<file path="src/rtl/snake_pkg.sv">
// rtl/snake_pkg.sv - shared constants, FSM state type and flat-bus segment extract for snake_collision.
package snake_pkg;
    localparam int COORD_W   = 9;
    localparam int MAX_LEN   = 32;
    localparam int SEG_WIDTH = 20;
    localparam int IDX_W     = $clog2(MAX_LEN);
    localparam int LEN_W     = $clog2(MAX_LEN + 1);
    localparam int FLAT_W    = MAX_LEN * COORD_W;

    typedef enum logic [2:0] {
        IDLE,
        WALL,
        SCAN,
        FOOD,
        REPORT
    } state_t;

    function automatic logic [COORD_W-1:0] seg_extract(input logic [FLAT_W-1:0] flat,
                                                       input logic [IDX_W-1:0]  idx);
        return flat[int'(idx)*COORD_W +: COORD_W];
    endfunction
endpackage

</file>
<file path="src/rtl/snake_collision_if.sv">
// rtl/snake_collision_if.sv - position-block/checker handshake; SNAKE_SCORE_EN adds the score output.
interface snake_collision_if;
    import snake_pkg::*;

    logic               step;
    logic [FLAT_W-1:0]  snake_x_flat;
    logic [FLAT_W-1:0]  snake_y_flat;
    logic [COORD_W-1:0] food_x;
    logic [COORD_W-1:0] food_y;
    logic               busy;
    logic               done;
    logic               grow;
    logic               dead;
    logic [LEN_W-1:0]   len;
`ifdef SNAKE_SCORE_EN
    logic [7:0]         score;
`endif

    modport master (
        output step, snake_x_flat, snake_y_flat, food_x, food_y,
`ifdef SNAKE_SCORE_EN
        input  score,
`endif
        input  busy, done, grow, dead, len
    );

    modport slave (
        input  step, snake_x_flat, snake_y_flat, food_x, food_y,
`ifdef SNAKE_SCORE_EN
        output score,
`endif
        output busy, done, grow, dead, len
    );
endinterface

</file>
<file path="src/rtl/snake_seg_mux.sv">
// rtl/snake_seg_mux.sv - combinational MAX_LEN:1 selector for one segment's {x,y}.
module snake_seg_mux
    import snake_pkg::*;
(
    input  logic [FLAT_W-1:0]  x_flat_i,
    input  logic [FLAT_W-1:0]  y_flat_i,
    input  logic [IDX_W-1:0]   idx_i,
    output logic [COORD_W-1:0] x_o,
    output logic [COORD_W-1:0] y_o
);
    assign x_o = seg_extract(x_flat_i, idx_i);
    assign y_o = seg_extract(y_flat_i, idx_i);
endmodule

</file>
<file path="src/rtl/snake_collision.sv">
// rtl/snake_collision.sv - per-move wall/body/food check producing dead, grow and length.
// Optional score counter enabled by SNAKE_SCORE_EN.
module snake_collision
    import snake_pkg::*;
#(
    parameter int X_MAX = 480,
    parameter int Y_MAX = 460
) (
    input  logic               clk,
    input  logic               rst,
    snake_collision_if.slave   bus
);
    localparam logic [COORD_W-1:0] X_LIM   = X_MAX[COORD_W-1:0];
    localparam logic [COORD_W-1:0] Y_LIM   = Y_MAX[COORD_W-1:0];
    localparam logic [LEN_W-1:0]   LEN_ONE = LEN_W'(1);
    localparam logic [LEN_W-1:0]   LEN_TOP = LEN_W'(MAX_LEN);

    state_t             state_q, state_d;
    logic [IDX_W-1:0]   idx_q, idx_d;
    logic               hit_q, hit_d;
    logic               eat_q, eat_d;
    logic               dead_q;
    logic [LEN_W-1:0]   len_q;
    logic [COORD_W-1:0] head_x_q, head_y_q, food_x_q, food_y_q;
    logic [COORD_W-1:0] seg_x, seg_y;
    logic               start;

    snake_seg_mux u_seg_mux (
        .x_flat_i (bus.snake_x_flat),
        .y_flat_i (bus.snake_y_flat),
        .idx_i    (idx_q),
        .x_o      (seg_x),
        .y_o      (seg_y)
    );

    assign start = (state_q == IDLE) && bus.step && !dead_q;

    always_comb begin
        state_d = state_q;
        idx_d   = idx_q;
        hit_d   = hit_q;
        eat_d   = eat_q;
        case (state_q)
            IDLE: begin
                if (start) begin
                    state_d = WALL;
                    hit_d   = 1'b0;
                    eat_d   = 1'b0;
                end
            end
            WALL: begin
                // Left/top underflow wraps to a large unsigned value and lands here too.
                if (head_x_q > X_LIM || head_y_q > Y_LIM) begin
                    hit_d   = 1'b1;
                    state_d = REPORT;
                end else if (len_q == LEN_ONE) begin
                    state_d = FOOD;
                end else begin
                    state_d = SCAN;
                    idx_d   = IDX_W'(1);
                end
            end
            SCAN: begin
                if (seg_x == head_x_q && seg_y == head_y_q) begin
                    hit_d   = 1'b1;
                    state_d = REPORT;
                end else if ({1'b0, idx_q} == len_q - LEN_ONE) begin
                    state_d = FOOD;
                end else begin
                    idx_d = idx_q + IDX_W'(1);
                end
            end
            FOOD: begin
                eat_d   = (head_x_q == food_x_q) && (head_y_q == food_y_q);
                state_d = REPORT;
            end
            REPORT: begin
                state_d = IDLE;
                idx_d   = '0;
            end
            default: state_d = IDLE;
        endcase
    end

    assign bus.busy = (state_q != IDLE);
    assign bus.done = (state_q == REPORT);
    assign bus.grow = bus.done && !hit_q && eat_q;
    assign bus.dead = dead_q || (bus.done && hit_q);
    assign bus.len  = len_q;

    always_ff @(posedge clk) begin
        if (rst) begin
            state_q  <= IDLE;
            idx_q    <= '0;
            hit_q    <= 1'b0;
            eat_q    <= 1'b0;
            dead_q   <= 1'b0;
            len_q    <= LEN_ONE;
            head_x_q <= '0;
            head_y_q <= '0;
            food_x_q <= '0;
            food_y_q <= '0;
        end else begin
            state_q <= state_d;
            idx_q   <= idx_d;
            hit_q   <= hit_d;
            eat_q   <= eat_d;
            if (start) begin
                head_x_q <= seg_extract(bus.snake_x_flat, IDX_W'(0));
                head_y_q <= seg_extract(bus.snake_y_flat, IDX_W'(0));
                food_x_q <= bus.food_x;
                food_y_q <= bus.food_y;
            end
            if (bus.done && hit_q) begin
                dead_q <= 1'b1;
            end
            if (bus.grow && len_q != LEN_TOP) begin
                len_q <= len_q + LEN_ONE;
            end
        end
    end

`ifdef SNAKE_SCORE_EN
    logic [7:0] score_q;

    always_ff @(posedge clk) begin
        if (rst) begin
            score_q <= '0;
        end else if (bus.grow && score_q != 8'hFF) begin
            score_q <= score_q + 8'd1;
        end
    end

    assign bus.score = score_q;
`endif
endmodule

</file>
<file path="src/flat_wrapper.sv">
// flat-port wrapper written by rule: the top's interface ports become plain ports
module snake_collision_flat import snake_pkg::*;
#(
    parameter int X_MAX = 480,
    parameter int Y_MAX = 460
)
  (clk, rst, bus_step, bus_snake_x_flat, bus_snake_y_flat, bus_food_x, bus_food_y, bus_busy, bus_done, bus_grow, bus_dead, bus_len);
  snake_collision_if bus_i ();
  input  logic clk;
  input  logic rst;
  input wire logic [$bits(bus_i.step)-1:0] bus_step;
  input wire logic [$bits(bus_i.snake_x_flat)-1:0] bus_snake_x_flat;
  input wire logic [$bits(bus_i.snake_y_flat)-1:0] bus_snake_y_flat;
  input wire logic [$bits(bus_i.food_x)-1:0] bus_food_x;
  input wire logic [$bits(bus_i.food_y)-1:0] bus_food_y;
  output wire logic [$bits(bus_i.busy)-1:0] bus_busy;
  output wire logic [$bits(bus_i.done)-1:0] bus_done;
  output wire logic [$bits(bus_i.grow)-1:0] bus_grow;
  output wire logic [$bits(bus_i.dead)-1:0] bus_dead;
  output wire logic [$bits(bus_i.len)-1:0] bus_len;
  assign bus_i.step = bus_step;
  assign bus_i.snake_x_flat = bus_snake_x_flat;
  assign bus_i.snake_y_flat = bus_snake_y_flat;
  assign bus_i.food_x = bus_food_x;
  assign bus_i.food_y = bus_food_y;
  assign bus_busy = bus_i.busy;
  assign bus_done = bus_i.done;
  assign bus_grow = bus_i.grow;
  assign bus_dead = bus_i.dead;
  assign bus_len = bus_i.len;
  snake_collision #(.X_MAX(X_MAX), .Y_MAX(Y_MAX)) u_core (.clk(clk), .rst(rst), .bus(bus_i));
endmodule
</file>
<file path="config.mk">
export PLATFORM = sky130hd
export DESIGN_NAME = snake_collision_flat
export DESIGN_NICKNAME = d
export VERILOG_FILES = /design/src/rtl/snake_pkg.sv /design/src/rtl/snake_collision_if.sv /design/src/rtl/snake_seg_mux.sv /design/src/rtl/snake_collision.sv /design/src/flat_wrapper.sv
export SDC_FILE = /design/constraint.sdc
export NUM_CORES = 1
export LEC_CHECK = 0
export CAP_MARGIN = 10
export CORE_AREA = 2 2 235 237
export DETAILED_ROUTE_END_ITERATION = 10
export DIE_AREA = 0 0 237 239
export DONT_BUFFER_PORTS = 1
export SYNTH_ARGS = -nofsm -noshare
export SYNTH_HDL_FRONTEND = slang
export SYNTH_SLANG_ARGS = --single-unit
</file>
<file path="constraint.sdc">
create_clock -name clk -period 5.2 [get_ports clk]
set_input_delay 0 -clock clk [delete_from_list [all_inputs] [get_ports clk]]
set_output_delay 0 -clock clk [all_outputs]
set_load 0.03 [all_outputs]
</file>
Yosys cells after proc, flatten, opt, wreduce, memory -nomap -nowiden --
Index checks and enable logic that the tools add are counted.
Operators by class: add/subtract/negate cells 3, $mul 1, div/mod/pow operators 0, order comparisons 2, equal/unequal tests 19, shift operators 2, mux-type cells 16, bitwise operators 0, reductions and logical operators 21
Operators by type and width (number):
- $shiftx A288 B10 Y9 | 1
- $shiftx A288 B32 Y9 | 1
- $eq A9 B9 Y1 | 4
- $mux W5 | 4
- $gt A9 B9 Y1 const B | 2
- $pmux W5 S3 | 1
- $mux W3 | 4
- $pmux W3 S4 | 1
- $mul A5 B4 Y9 const B | 1
- $reduce_bool A3 Y1 | 3
- $logic_and A1 B1 Y1 | 8
- $ne A2 B2 Y1 const B | 4
- $add A6 B1 Y6 const B | 1
- $eq A3 B2 Y1 const B | 2
- $eq A5 B6 Y1 | 1
- $eq A6 B1 Y1 const B | 1
- $ne A2 B1 Y1 const B | 3
- $ne A6 B6 Y1 const B | 1
- $sub A6 B1 Y6 const B | 1
- $add A5 B1 Y5 const B | 1
- $reduce_and A5 Y1 | 1
- $mux W1 | 4
- $reduce_and A2 Y1 | 2
- $reduce_and A4 Y1 | 1
- 9 further kinds | 11
Storage, ports and cells: register bits 53, latch bits 0, memory bits (writable) 0, memory bits (read-only) 0, input bits 597, word-level logic and storage cells 74, memories kept 0

Depth between registers and ports, before layout --
word-level depth 6, depth in mapped cells 15, gate-level depth less buffers 12

Hierarchy --
A second synthesis with hierarchy kept.
Unflattened totals: cells, all modules 979, area total of the unflattened synthesis 7862.5 µm²
Modules (own cells, without submodules):
- snake_seg_mux | times used 1, cells an instance 638, area an instance 5132.4 µm², seq. area each 0.0 µm²
- snake_collision | times used 1, cells an instance 341, area an instance 2730.1 µm², seq. area each 1061.0 µm²

Worst setup path before layout --
OpenSTA, ideal clock, no wires.
path kind flip-flop to flip-flop, start point register u_core.idx_q[1], end point register u_core.idx_q[4], library setup time 0.070 ns, arrival time 2.835 ns, required time 5.130 ns, slack 2.294 ns, stages on the path, launching flop included 13, buffers on the path 3, cells stage by stage dfxtp_1 > buf_6 > buf_4 > buf_2 > mux4_2 > mux4_2 > mux2i_1 > xor2_1 > nand2_1 > nor4_2 > and4_4 > mux2_2 > a21oi_1
Between the ends: longest elaborated chain between the ends 6, elaborated cells on any way between the ends 14, those cells by class add/sub (1); mul (1); eq/ne (5); shift (2); mux (3); reduce/logical (2)
Ends and longest elaborated chain:
- start, declared | RTL line snake_collision.sv:19 | logic [IDX_W-1:0] idx_q, idx_d;
- start signal, assigned | RTL line snake_collision.sv:105 | idx_q <= idx_d;
- $mul A5 B4 Y9 | RTL line snake_pkg.sv:20 | return flat[int'(idx)*COORD_W +: COORD_W];
- $shiftx A288 B32 Y9 / $shiftx A288 B10 Y9 (equally long branches) | RTL line snake_pkg.sv:20
- $eq A9 B9 Y1 | RTL line snake_collision.sv:64 | if (seg_x == head_x_q && seg_y == head_y_q) begin
- $logic_and A1 B1 Y1 | RTL line snake_collision.sv:64
- $ne A2 B2 Y1 (no line)
- $reduce_and A5 Y1 (no line)
Several ways; a longest one is shown, not always the timed one. The select of a mux whose other input is x is not followed. A chain may end at the register's enable or synchronous reset.

Worst setup path in the final report --
Ends and elaborated chain as after synthesis.

==> impl_results.md <==
* CP Class: reg -> reg
* Synth top area share at 33.3%
* Register area at 1080 um^2
* Min Tclk post-route at 4170 ps
* Post-Synthesis Cells at 770
* Clock Tree Buf Depth at 2
* Cell area after synthesis at 7720 um^2
* Layout area overhead at 15.2%
* GRT Total Usage at 17.0%
* Clock sink total at 53
* Largest cells by area after synthesis: mux4_2, dfxtp_1, mux2i_1
* Yosys cell types at 62
* Leak at 2.62 nW
* Post-DR wirelength/cell at 34.2 um
* Simple-gate portion of the synthesized area at 13.8%
* Count leader, synth: nand2_1
* Syn nets at 1372
* Cell Rows at 86
* Crit path launch: u_core.idx_q[1]
* Slew HR at 15.9%
* Hold Path Stages at 2
* Final nets at 1360
* Drt total wl at 51000 um
* Clock latency on the worst-skew pair at 300 ps
* Synthesis warning total at 0
* CP arrival at 4410 ps
* First-pass DRT Iterations at 5
* Startpoint Class: flop
* Clock Tree Root: clkbuf_16
* Ys async rst share at 0%
* Most frequent cells after synthesis: nand2_1, mux4_2, mux2i_1
* Final setup viols at 0
* I/O pin count at 607
* Hold Path Class: in -> reg
* Vias at 7638
* Die W at 237 um
* Initial antenna violation count at 55
* Pwr Density at 277 nW/um^2
* Initial Util at 14.2%
* Max_cap viols at 0
* Total grt overflow at 0
* Final Hold Fails at 0
* Worst vdd ir at 0.174 mV
* Core area at 54300 um^2
* Post-cts repair resize count at 0
* WP data required at 5440 ps
* Total die area at 56600 um^2
* Min-Delay Endpoint: u_core.bus.len[3]
* Total power draw at 2.46 mW
* Final Max Tran Viols at 0
* R2r setup slk at 1030 ps
* Synth Area in Compound Gates at 12.3%
* CTS tree: built
* Final period util at 80.2%
* Post-synthesis adder-cell area fraction at 0.811%
* Port Buf Inserts at 0
* Largest net degree at the start of global routing at 55
* Mux cell area share after synthesis at 46.6%
* Max Freq at 0.240 GHz
* Total CTS buffers at 5
* Status: finished, final reports clean
* First-pass GRT wire length at 65100 um
* Vias in the first global route at 7112
* Final GP Congestion at 1.10
* Main synth FF type: dfxtp_1
* Number of synthesized flops with an enable pin at 0
* Crit-path cells: nor2b_1, buf_4, a22oi_1, nand3_1, nand4_1, xnor2_1, nand2_1, nor4_2, and4_4, mux2_2, a21oi_1
* Setup TNS at 0 ps
* R2r endpoint: u_core.idx_q[4]
* Critical Path Max Stage Delay at 820 ps
* Drt drc at 0
* XOR/XNOR share of the synthesized area at 5.68%
* Cell taking the most area after synthesis: mux4_2
* Placed inst area at 8280 um^2
* Slew @ Worst Pin at 1260 ps
* RSZ-0062 raised after global routing: no
* Worst Skew at 9.95 ps
* Dpl hpwl at 43000 um
* Hold_sp: rst
* Iter 0 DRT Violations at 916
* Final design area excluding fillers at 8890 um^2
* Worst r2r src: u_core.idx_q[1]
* Htree depth at 2
* Share of layout cells above drive strength 1 at 21.9%
* Sequential-to-total area share from yosys stat at 13.8%
* DIE HEIGHT at 239 um
* Synthesized flop and latch total at 53
* Largest family of logic cells by synthesized area: multiplexers
* Worst reg2reg path depth at 11
* Crit Path Max Fanout at 40
* Mean Syn Cell Area at 10.0 um^2
* CTS clk-pin slew, worst paths at 80 ps
* Multi-input logic area at 6120 um^2
* Slowest CP cell: dfxtp_4
* Fillers at 6020
* Avg Vias per Cell at 5.12
* Crit end category: flop
* Antenna Nets Post-Route at 0
[layer usage]
metal / vias up / share of wire [%] / global-route usage (%)
met2: 664 / 47 / 26.7
met3: 88 / 13 / 8.24
li1: 3048 / - / -
met4: 38 / 1.6 / 3.49
met1: 3800 / 38 / 21.0
met5: - / 0.52 / 0
[layout by cell type (no fill, tap or decap), drive strengths merged, types with 3 or more instances in the layout]
| cell | instances |
|---|---|
| nor4 | 6 |
| nand4 | 9 |
| clkbuf | 6 |
| a211oi | 4 |
| o22ai | 7 |
| ha | 5 |
| dfxtp | 53 |
| and3 | 4 |
| nand2b | 3 |
| inv | 9 |
| xor2 | 32 |
| a21oi | 55 |
| dlygate4sd3 | 37 |
| buf | 21 |
| xnor2 | 18 |
| nor2 | 22 |
| o221ai | 4 |
| and2 | 5 |
| nor3 | 10 |
| a2111oi | 9 |
| a31oi | 5 |
| mux2 | 8 |
| mux4 | 126 |
| nor2b | 11 |
| mux2i | 62 |
| o211ai | 5 |
| a32oi | 3 |
| nand3 | 23 |
| o21ai | 19 |
| diode | 29 |
| a22oi | 24 |
| nand2 | 128 |
[cell type report]
class                           count  area share (%)
Multi-Input combinational cell    631            68.8
Timing Repair Buffer               58            6.36
Tap cell                          704            9.91
Antenna cell                       29           0.816
Inverter                            9           0.380
Clock inverter                      2           0.183
Clock buffer                        6            1.45
Sequential cell                    53            12.1
[sequential cells by signal, indices dropped and copies added (netlist names)]
signal           count
u_core.food_x_q      9
u_core.food_y_q      9
u_core.head_x_q      9
u_core.head_y_q      9
u_core.bus.len       6
u_core.idx_q         5
u_core.state_q       3
u_core.dead_q        1
u_core.eat_q         1
u_core.hit_q         1
[through the flow]
step / setup slack [ps] / hold slack [ps] / util [%] / cells
floorplan: 2290 / 105 / - / 770
finish: 1030 / 22.4 / 16.4 / 1492
detailed placement: 937 / 89.5 / 15.2 / 1417
CTS: 909 / 28.3 / 16.2 / 1463
global route: 756 / 34.0 / 16.3 / 1478
global placement: 981 / 90.6 / 15.2 / 1417
[kinds of logic (layout without fill, tap and decap cells)]
family	count (synthesis)	count (layout)
AO/OA/AOI/OAI	147	147
XOR/XNOR	50	50
AND/OR/NAND/NOR	233	233
multiplexers	196	196
other	0	29
buffers and inverters	86	75
adder cells (fa/ha/maj)	5	5
flip-flops	53	53
[power by group]
| group | switching, mW | internal (mW) |
|---|---|---|
| clock | 0.164 | 0.180 |
| combinational | 0.811 | 0.723 |
| sequential | 0.124 | 0.459 |
[worst max-delay path by stage]
stage	to	cells after the start	slack, ps
2_1_floorplan	u_core.idx_q[4]	12	2290
3_3_place_gp	u_core.idx_q[4]	10	980
3_5_place_dp	u_core.idx_q[4]	11	940
4_1_cts	u_core.idx_q[4]	11	910
5_1_grt	u_core.idx_q[4]	11	760
6_report	u_core.idx_q[4]	11	1030
[what timing repair did]
item | 4_1_cts | 5_1_grt
setup buffers | 0 | 0
hold buffers | 38 | 0
endpoints found under the hold margin | 53 | 0
endpoints found under the setup margin | 0 | 0
[critical path: cells and delay by family, from the launching register on]
family / cells / cell delay (ps)
compound gates: 2 / 270
buf+inv: 1 / 300
flops: 1 / 820
simple gates: 6 / 1960
mux: 1 / 360
xor+xnor: 1 / 380
(Power assumes the default switching activity.)
